**config.mk**
```make
export PLATFORM = sky130hd
export DESIGN_NAME = pixel_stream_packer
export DESIGN_NICKNAME = d
export VERILOG_FILES = /design/src/rtl/game_pkg.sv /design/src/rtl/sync_fifo.sv /design/src/rtl/pixel_stream_packer.sv
export SDC_FILE = /design/constraint.sdc
export NUM_CORES = 1
export LEC_CHECK = 0
export CAP_MARGIN = 30
export CORE_ASPECT_RATIO = 0.9
export CORE_MARGIN = 1.5
export CORE_UTILIZATION = 30
export CTS_CLUSTER_SIZE = 16
export DETAILED_ROUTE_END_ITERATION = 12
export GPL_TIMING_DRIVEN = 0
export PLACE_DENSITY = 0.47
export SYNTH_ARGS = -nofsm -noshare
export SYNTH_HDL_FRONTEND = slang
export SYNTH_HIERARCHICAL = 1
export SYNTH_SLANG_ARGS = --single-unit
```
**constraint.sdc**
```tcl
create_clock -name clk_i -period 7.5 [get_ports clk_i]
set_clock_uncertainty 0.1 [all_clocks]
set_input_delay 1.5 -clock clk_i [delete_from_list [all_inputs] [get_ports clk_i]]
set_output_delay 1.5 -clock clk_i [all_outputs]
set_load 0.02 [all_outputs]
```
**src/rtl/game_pkg.sv**
```systemverilog
// Shared video definitions: timing defaults, packer FSM states and FIFO entry layout.
package game_pkg;

    // Default visible area, shared with the sync generator
    localparam int H_ACTIVE_DEF   = 640;
    localparam int V_ACTIVE_DEF   = 480;
    localparam int COLOR_BITS_DEF = 24;

    // Packer admission states
    typedef enum logic [1:0] {
        WAIT_SOF = 2'd0,
        STREAM   = 2'd1,
        DROP     = 2'd2
    } pk_state_e;

    // One FIFO entry at the default colour depth. The packer stores the same
    // {sof, eol, rgb} layout as a flat vector so it can follow COLOR_BITS.
    typedef struct packed {
        logic                      sof;
        logic                      eol;
        logic [COLOR_BITS_DEF-1:0] rgb;
    } pix_entry_t;

endpackage

```
**src/rtl/sync_fifo.sv**
```systemverilog
// Show-ahead single-clock FIFO. Pointers carry one extra wrap bit so that
// full and empty are distinguished without a separate counter.
module sync_fifo #(
    parameter int DEPTH = 16,
    parameter int WIDTH = 26
) (
    input  logic             clk_i,
    input  logic             rst_i,
    input  logic             push_i,
    input  logic [WIDTH-1:0] push_data_i,
    input  logic             pop_i,
    output logic             full_o,
    output logic             empty_o,
    output logic [WIDTH-1:0] head_o
);
    localparam int AW = $clog2(DEPTH);

    logic [AW:0]      wr_ptr_q, wr_ptr_d;
    logic [AW:0]      rd_ptr_q, rd_ptr_d;
    logic [WIDTH-1:0] mem_q [DEPTH];
    logic             do_push, do_pop;

    assign empty_o = (wr_ptr_q == rd_ptr_q);
    assign full_o  = (wr_ptr_q[AW] != rd_ptr_q[AW]) &&
                     (wr_ptr_q[AW-1:0] == rd_ptr_q[AW-1:0]);
    assign head_o  = mem_q[rd_ptr_q[AW-1:0]];

    // A pop frees a slot in the same cycle, so a full FIFO still takes a push alongside a pop
    always_comb begin
        do_pop   = pop_i && !empty_o;
        do_push  = push_i && (!full_o || do_pop);
        wr_ptr_d = wr_ptr_q + {{AW{1'b0}}, do_push};
        rd_ptr_d = rd_ptr_q + {{AW{1'b0}}, do_pop};
    end

    // Pointer registers; reset flushes the contents
    always_ff @(posedge clk_i or posedge rst_i) begin
        if (rst_i) begin
            wr_ptr_q <= '0;
            rd_ptr_q <= '0;
        end else begin
            wr_ptr_q <= wr_ptr_d;
            rd_ptr_q <= rd_ptr_d;
        end
    end

    // Storage array, written at the tail
    always_ff @(posedge clk_i) begin
        if (do_push) mem_q[wr_ptr_q[AW-1:0]] <= push_data_i;
    end

endmodule

```
**src/rtl/pixel_stream_packer.sv**
```systemverilog
// Turns the raster pixel feed into a stream with start-of-frame and
// end-of-line tags. Admission only begins on a frame boundary, and after an
// overflow the stream resynchronises at the next frame.
module pixel_stream_packer
    import game_pkg::*;
#(
    parameter int          COLOR_BITS      = COLOR_BITS_DEF,
    parameter int          H_ACTIVE        = H_ACTIVE_DEF,
    parameter int          V_ACTIVE        = V_ACTIVE_DEF,
    parameter int          FIFO_DEPTH      = 16,
    parameter logic [15:0] FRAME_COUNT_RST = 16'd0
) (
    input  logic                    clk_i,
    input  logic                    rst_i,
    input  logic                    display_enable_i,
    input  logic [9:0]              hpos_i,
    input  logic [9:0]              vpos_i,
    input  logic [COLOR_BITS/3-1:0] red_i,
    input  logic [COLOR_BITS/3-1:0] green_i,
    input  logic [COLOR_BITS/3-1:0] blue_i,
    output logic [COLOR_BITS-1:0]   tdata_o,
    output logic                    tuser_o,
    output logic                    tlast_o,
    output logic                    tvalid_o,
    input  logic                    tready_i,
    output logic                    overflow_o,
    output logic [15:0]             frame_count_o
);
    localparam int ENTRY_W = COLOR_BITS + 2;

    // Reject configurations the raster counters or the FIFO cannot support
    if (FIFO_DEPTH < 4 || (FIFO_DEPTH & (FIFO_DEPTH - 1)) != 0) begin : g_bad_depth
        $error("pixel_stream_packer: FIFO_DEPTH must be a power of two >= 4");
    end
    if (H_ACTIVE < 1 || H_ACTIVE > 1024 || V_ACTIVE < 1 || V_ACTIVE > 1024) begin : g_bad_raster
        $error("pixel_stream_packer: active area must fit 10-bit coordinates");
    end

    pk_state_e          state_q, state_d;
    logic               overflow_q, overflow_d;
    logic [15:0]        frame_cnt_q, frame_cnt_d;

    logic               pix_sof, pix_eol;
    logic               fifo_full, fifo_empty;
    logic               pop, can_push, push, drop;
    logic [ENTRY_W-1:0] push_entry, head_entry;

    assign pix_sof    = (hpos_i == 10'd0) && (vpos_i == 10'd0);
    assign pix_eol    = (hpos_i == 10'(H_ACTIVE - 1));
    assign pop        = !fifo_empty && tready_i;
    assign can_push   = !fifo_full || pop;
    // Same {sof, eol, rgb} layout as pix_entry_t
    assign push_entry = {pix_sof, pix_eol, red_i, green_i, blue_i};

    // State register
    always_ff @(posedge clk_i or posedge rst_i) begin
        if (rst_i) state_q <= WAIT_SOF;
        else       state_q <= state_d;
    end

    // Next state: leave STREAM on a lost pixel, re-enter only on a frame start that fits
    always_comb begin
        state_d = state_q;
        case (state_q)
            WAIT_SOF: if (display_enable_i && pix_sof && can_push) state_d = STREAM;
            STREAM:   if (display_enable_i && !can_push)           state_d = DROP;
            DROP:     if (display_enable_i && pix_sof && can_push) state_d = STREAM;
            default:  state_d = WAIT_SOF;
        endcase
    end

    // Outputs of the FSM: push/drop decision plus sticky overflow and frame counter
    always_comb begin
        push = 1'b0;
        drop = 1'b0;
        case (state_q)
            WAIT_SOF, DROP: push = display_enable_i && pix_sof && can_push;
            STREAM: begin
                push = display_enable_i && can_push;
                drop = display_enable_i && !can_push;
            end
            default: ;
        endcase
        overflow_d  = overflow_q | drop;
        frame_cnt_d = frame_cnt_q + {15'd0, push & pix_sof};
    end

    // Status registers
    always_ff @(posedge clk_i or posedge rst_i) begin
        if (rst_i) begin
            overflow_q  <= 1'b0;
            frame_cnt_q <= FRAME_COUNT_RST;
        end else begin
            overflow_q  <= overflow_d;
            frame_cnt_q <= frame_cnt_d;
        end
    end

    sync_fifo #(
        .DEPTH (FIFO_DEPTH),
        .WIDTH (ENTRY_W)
    ) u_fifo (
        .clk_i       (clk_i),
        .rst_i       (rst_i),
        .push_i      (push),
        .push_data_i (push_entry),
        .pop_i       (pop),
        .full_o      (fifo_full),
        .empty_o     (fifo_empty),
        .head_o      (head_entry)
    );

    assign tvalid_o      = !fifo_empty;
    assign tuser_o       = head_entry[ENTRY_W-1];
    assign tlast_o       = head_entry[ENTRY_W-2];
    assign tdata_o       = head_entry[COLOR_BITS-1:0];
    assign overflow_o    = overflow_q;
    assign frame_count_o = frame_cnt_q;

endmodule
```
==> metrics <==
Die Y-Extent=approximately 230 um; First-pass DRT Iterations=4; crit path capture=tdata_o[17]; Rel. slew slack=a little over a third; Routed wire per std cell=around 23 um; global route total overflow=0; Synth area leaders=edfxtp_1, mux4_2, mux2i_1; syn nets=904; GRT Total Usage=14.5%; P_leak=6.98 nW; synthesized area per cell=20.5 um^2; core area=~57000 um^2; setup_tns=0 ns; clk_lat worst skew=0.57 ns; Synth Cell Area=around 17000 um^2; Slew Viols, Final=0; Initial Utilization=30.5%; Post-CTS Setup Bufs=0; reg2reg end=u_fifo/mem_q[10][12]$_DFFE_PP_; Worst VDD drop=165 uV; layout cells sized above 1=23.1%; Distinct cells, synth=between 40 and 50; Root Driver=clkbuf_16; Reg2Reg Depth=12; Max-cap violations=0; crit path launch=u_fifo/rd_ptr_q[3]$_DFF_PP0_; vias in the first global route=9099; Final WS setup=1.98 ns; final core occ=37.4%; CTS Buf Count=49; Slowest-stage cell, CP=nor2_1; Hold/Removal Path Class=reg -> reg; CTS resizes=0; Layout area overhead=22.6%; Post-synth EDFFs=about 420; fmax=181 MHz; crit end category=output pin; Final Hold Vio Count=0; Post-DP HPWL=around 29000 um; Crit path required time=5.90 ns; CTS clock-pin slew for the worst setup and hold paths=roughly 0.06 ns; R2R setup slack=3.34 ns; critical path, cell by cell=buf_1 > nor2_1 > clkbuf_1 > a32oi_1 > o21ai_1 > clkdlybuf4s50_1; synth warn=6; overall power=7.14 mW; Seq/Total Area, Yosys=between 70% and 80%; Routed Antenna Nets=0; crit-path max FO=10; status=complete, no violations; dpl ws=2.51 ns; Post-Route WL=42900 um; Synth top area share=71.6%; clk buf depth=3; Finished Cell Area=21400 um^2; period utilisation layout=73.6%; total number of vias=approximately 8.9k; io pins=92; Min Clock Period, post-route=5.52 ns; CP Launch Type=flop; ys flop type=edfxtp_1; Synth Instances=850; Slew @ Worst Pin=~0.96 ns; PortBufs=slightly above 90; CTS tree=yes; first-pass GRT wire length=between 60000 and 70000 um; Post-synth top cells=edfxtp_1, mux2i_1, mux4_2, dfrtp_1; Final Wtd Congestion=between 0.6 and 0.7; initial antenna violation count=0; CP arrival=between 3 and 4 ns; Site Rows=83; Finish-stage setup viols=0; Yosys reg bits=approximately 450; number of hold buffers added after CTS=0; nets=1098; CTS Sinks=445; Worst R2R Start=u_fifo/wr_ptr_q[0]$_DFF_PP0_; max incr delay on CP=~0.76 ns; asr flop ratio synth=about 6.5%; largest net degree at the start of global routing=20; die width=257 um; die area=59600 um^2; drt via density=4.80; drt initial violations=between 600 and 700; RSZ-0062 raised after global routing=false; DP Area=20000 um^2; ANT cells=0; count leader, synth=edfxtp_1; Yosys top cell by area=edfxtp_1; H-tree levels=2; power density cells=334 nW/um^2; Worst Setup Path Type=reg -> out; detailed-route DRC error count=0
cell families after synthesis:
group	after synthesis	synth area share [%]
adders and majority gates	6	0.430
and+or+nand+nor	76	2.46
buffers and inverters	55	1.79
DFF	445	75.8
AOI/OAI and AO/OA	87	3.77
xor gates and xnor gates	25	1.25
muxes	156	14.5
cell usage in the layout (no fill, tap or decap), drive strengths merged, types with 3 or more instances in the layout:
cell type	netlist	routed
a22oi	26	26
a32oi	26	26
buf	34	86
clkbuf	11	77
clkdlybuf4s50	0	91
clkinv	0	19
dfrtp	29	29
edfxtp	416	416
ha	6	6
inv	10	11
mux2i	78	78
mux4	78	78
nand2	11	11
nand2b	3	3
nand3	11	11
nand4	6	6
nor2	16	16
nor2b	4	4
nor3	8	8
nor4	9	9
o21ai	27	27
xnor2	17	17
xor2	8	8
registers in the layout (all words and copies together) (netlist names):
name / flops
u_fifo/mem_q: 416
frame_count_o: 16
u_fifo/rd_ptr_q: 5
u_fifo/wr_ptr_q: 5
state_q: 2
overflow_o: 1
critical path, delay by kind of cell (launching register included):
kind                   cells  cell delay [ns]
buffers and inverters      3             1.77
AND/OR/NAND/NOR            1             0.76
flip-flops                 1             0.40
AO/OA/AOI/OAI              2             0.40
how the worst min path moves through the flow:
stage / end / slack [ns] / cells past startpoint / from
2_1_floorplan: u_fifo/rd_ptr_q[4]$_DFF_PP0_ / 0.37 / 1 / u_fifo/rd_ptr_q[4]$_DFF_PP0_
5_1_grt: frame_count_o[15]$_DFF_PP0_ / 0.40 / 1 / frame_count_o[15]$_DFF_PP0_
4_1_cts: frame_count_o[15]$_DFF_PP0_ / 0.38 / 1 / frame_count_o[15]$_DFF_PP0_
3_3_place_gp: frame_count_o[15]$_DFF_PP0_ / 0.36 / 1 / frame_count_o[15]$_DFF_PP0_
3_5_place_dp: frame_count_o[15]$_DFF_PP0_ / 0.37 / 1 / frame_count_o[15]$_DFF_PP0_
6_report: frame_count_o[15]$_DFF_PP0_ / 0.37 / 1 / frame_count_o[15]$_DFF_PP0_
per-layer routing:
| metal | share of wire (%) | track usage (%) |
|---|---|---|
| met5 | 0 | 0 |
| met4 | 1.8 | 3.51 |
| met3 | 4.9 | 2.72 |
| met2 | 46 | 22.5 |
| met1 | 47 | 21.0 |
through the flow:
stage          cells  hold WS, ns
6_report        1844        0.374
5_1_grt         1844        0.397
4_1_cts         1844        0.383
3_5_place_dp    1758        0.372
3_3_place_gp    1706        0.358
2_1_floorplan    850        0.365
report_power, final:
| group | internal, mW | switching [mW] | leakage (nW) | total [mW] |
|---|---|---|---|---|
| logic | 0.965 | 1.27 | 2.21 | 2.24 |
| clock network | 1.24 | 0.934 | 0.695 | 2.17 |
| registers | 2.73 | 0.00979 | 4.08 | 2.74 |
| total | 4.93 | 2.22 | 6.98 | 7.14 |
final cells by class:
cell class	instances	area [um^2]
clock inverter	20	91.3
tap	765	957
clock buffer	66	1330
multi-input combinational	350	4020
sequential	445	13200
buffer	45	274
timing repair buffer	143	1460
inverter	10	37.5
fill	5233	35800
Note: power is estimated with default switching activity, not from simulation.
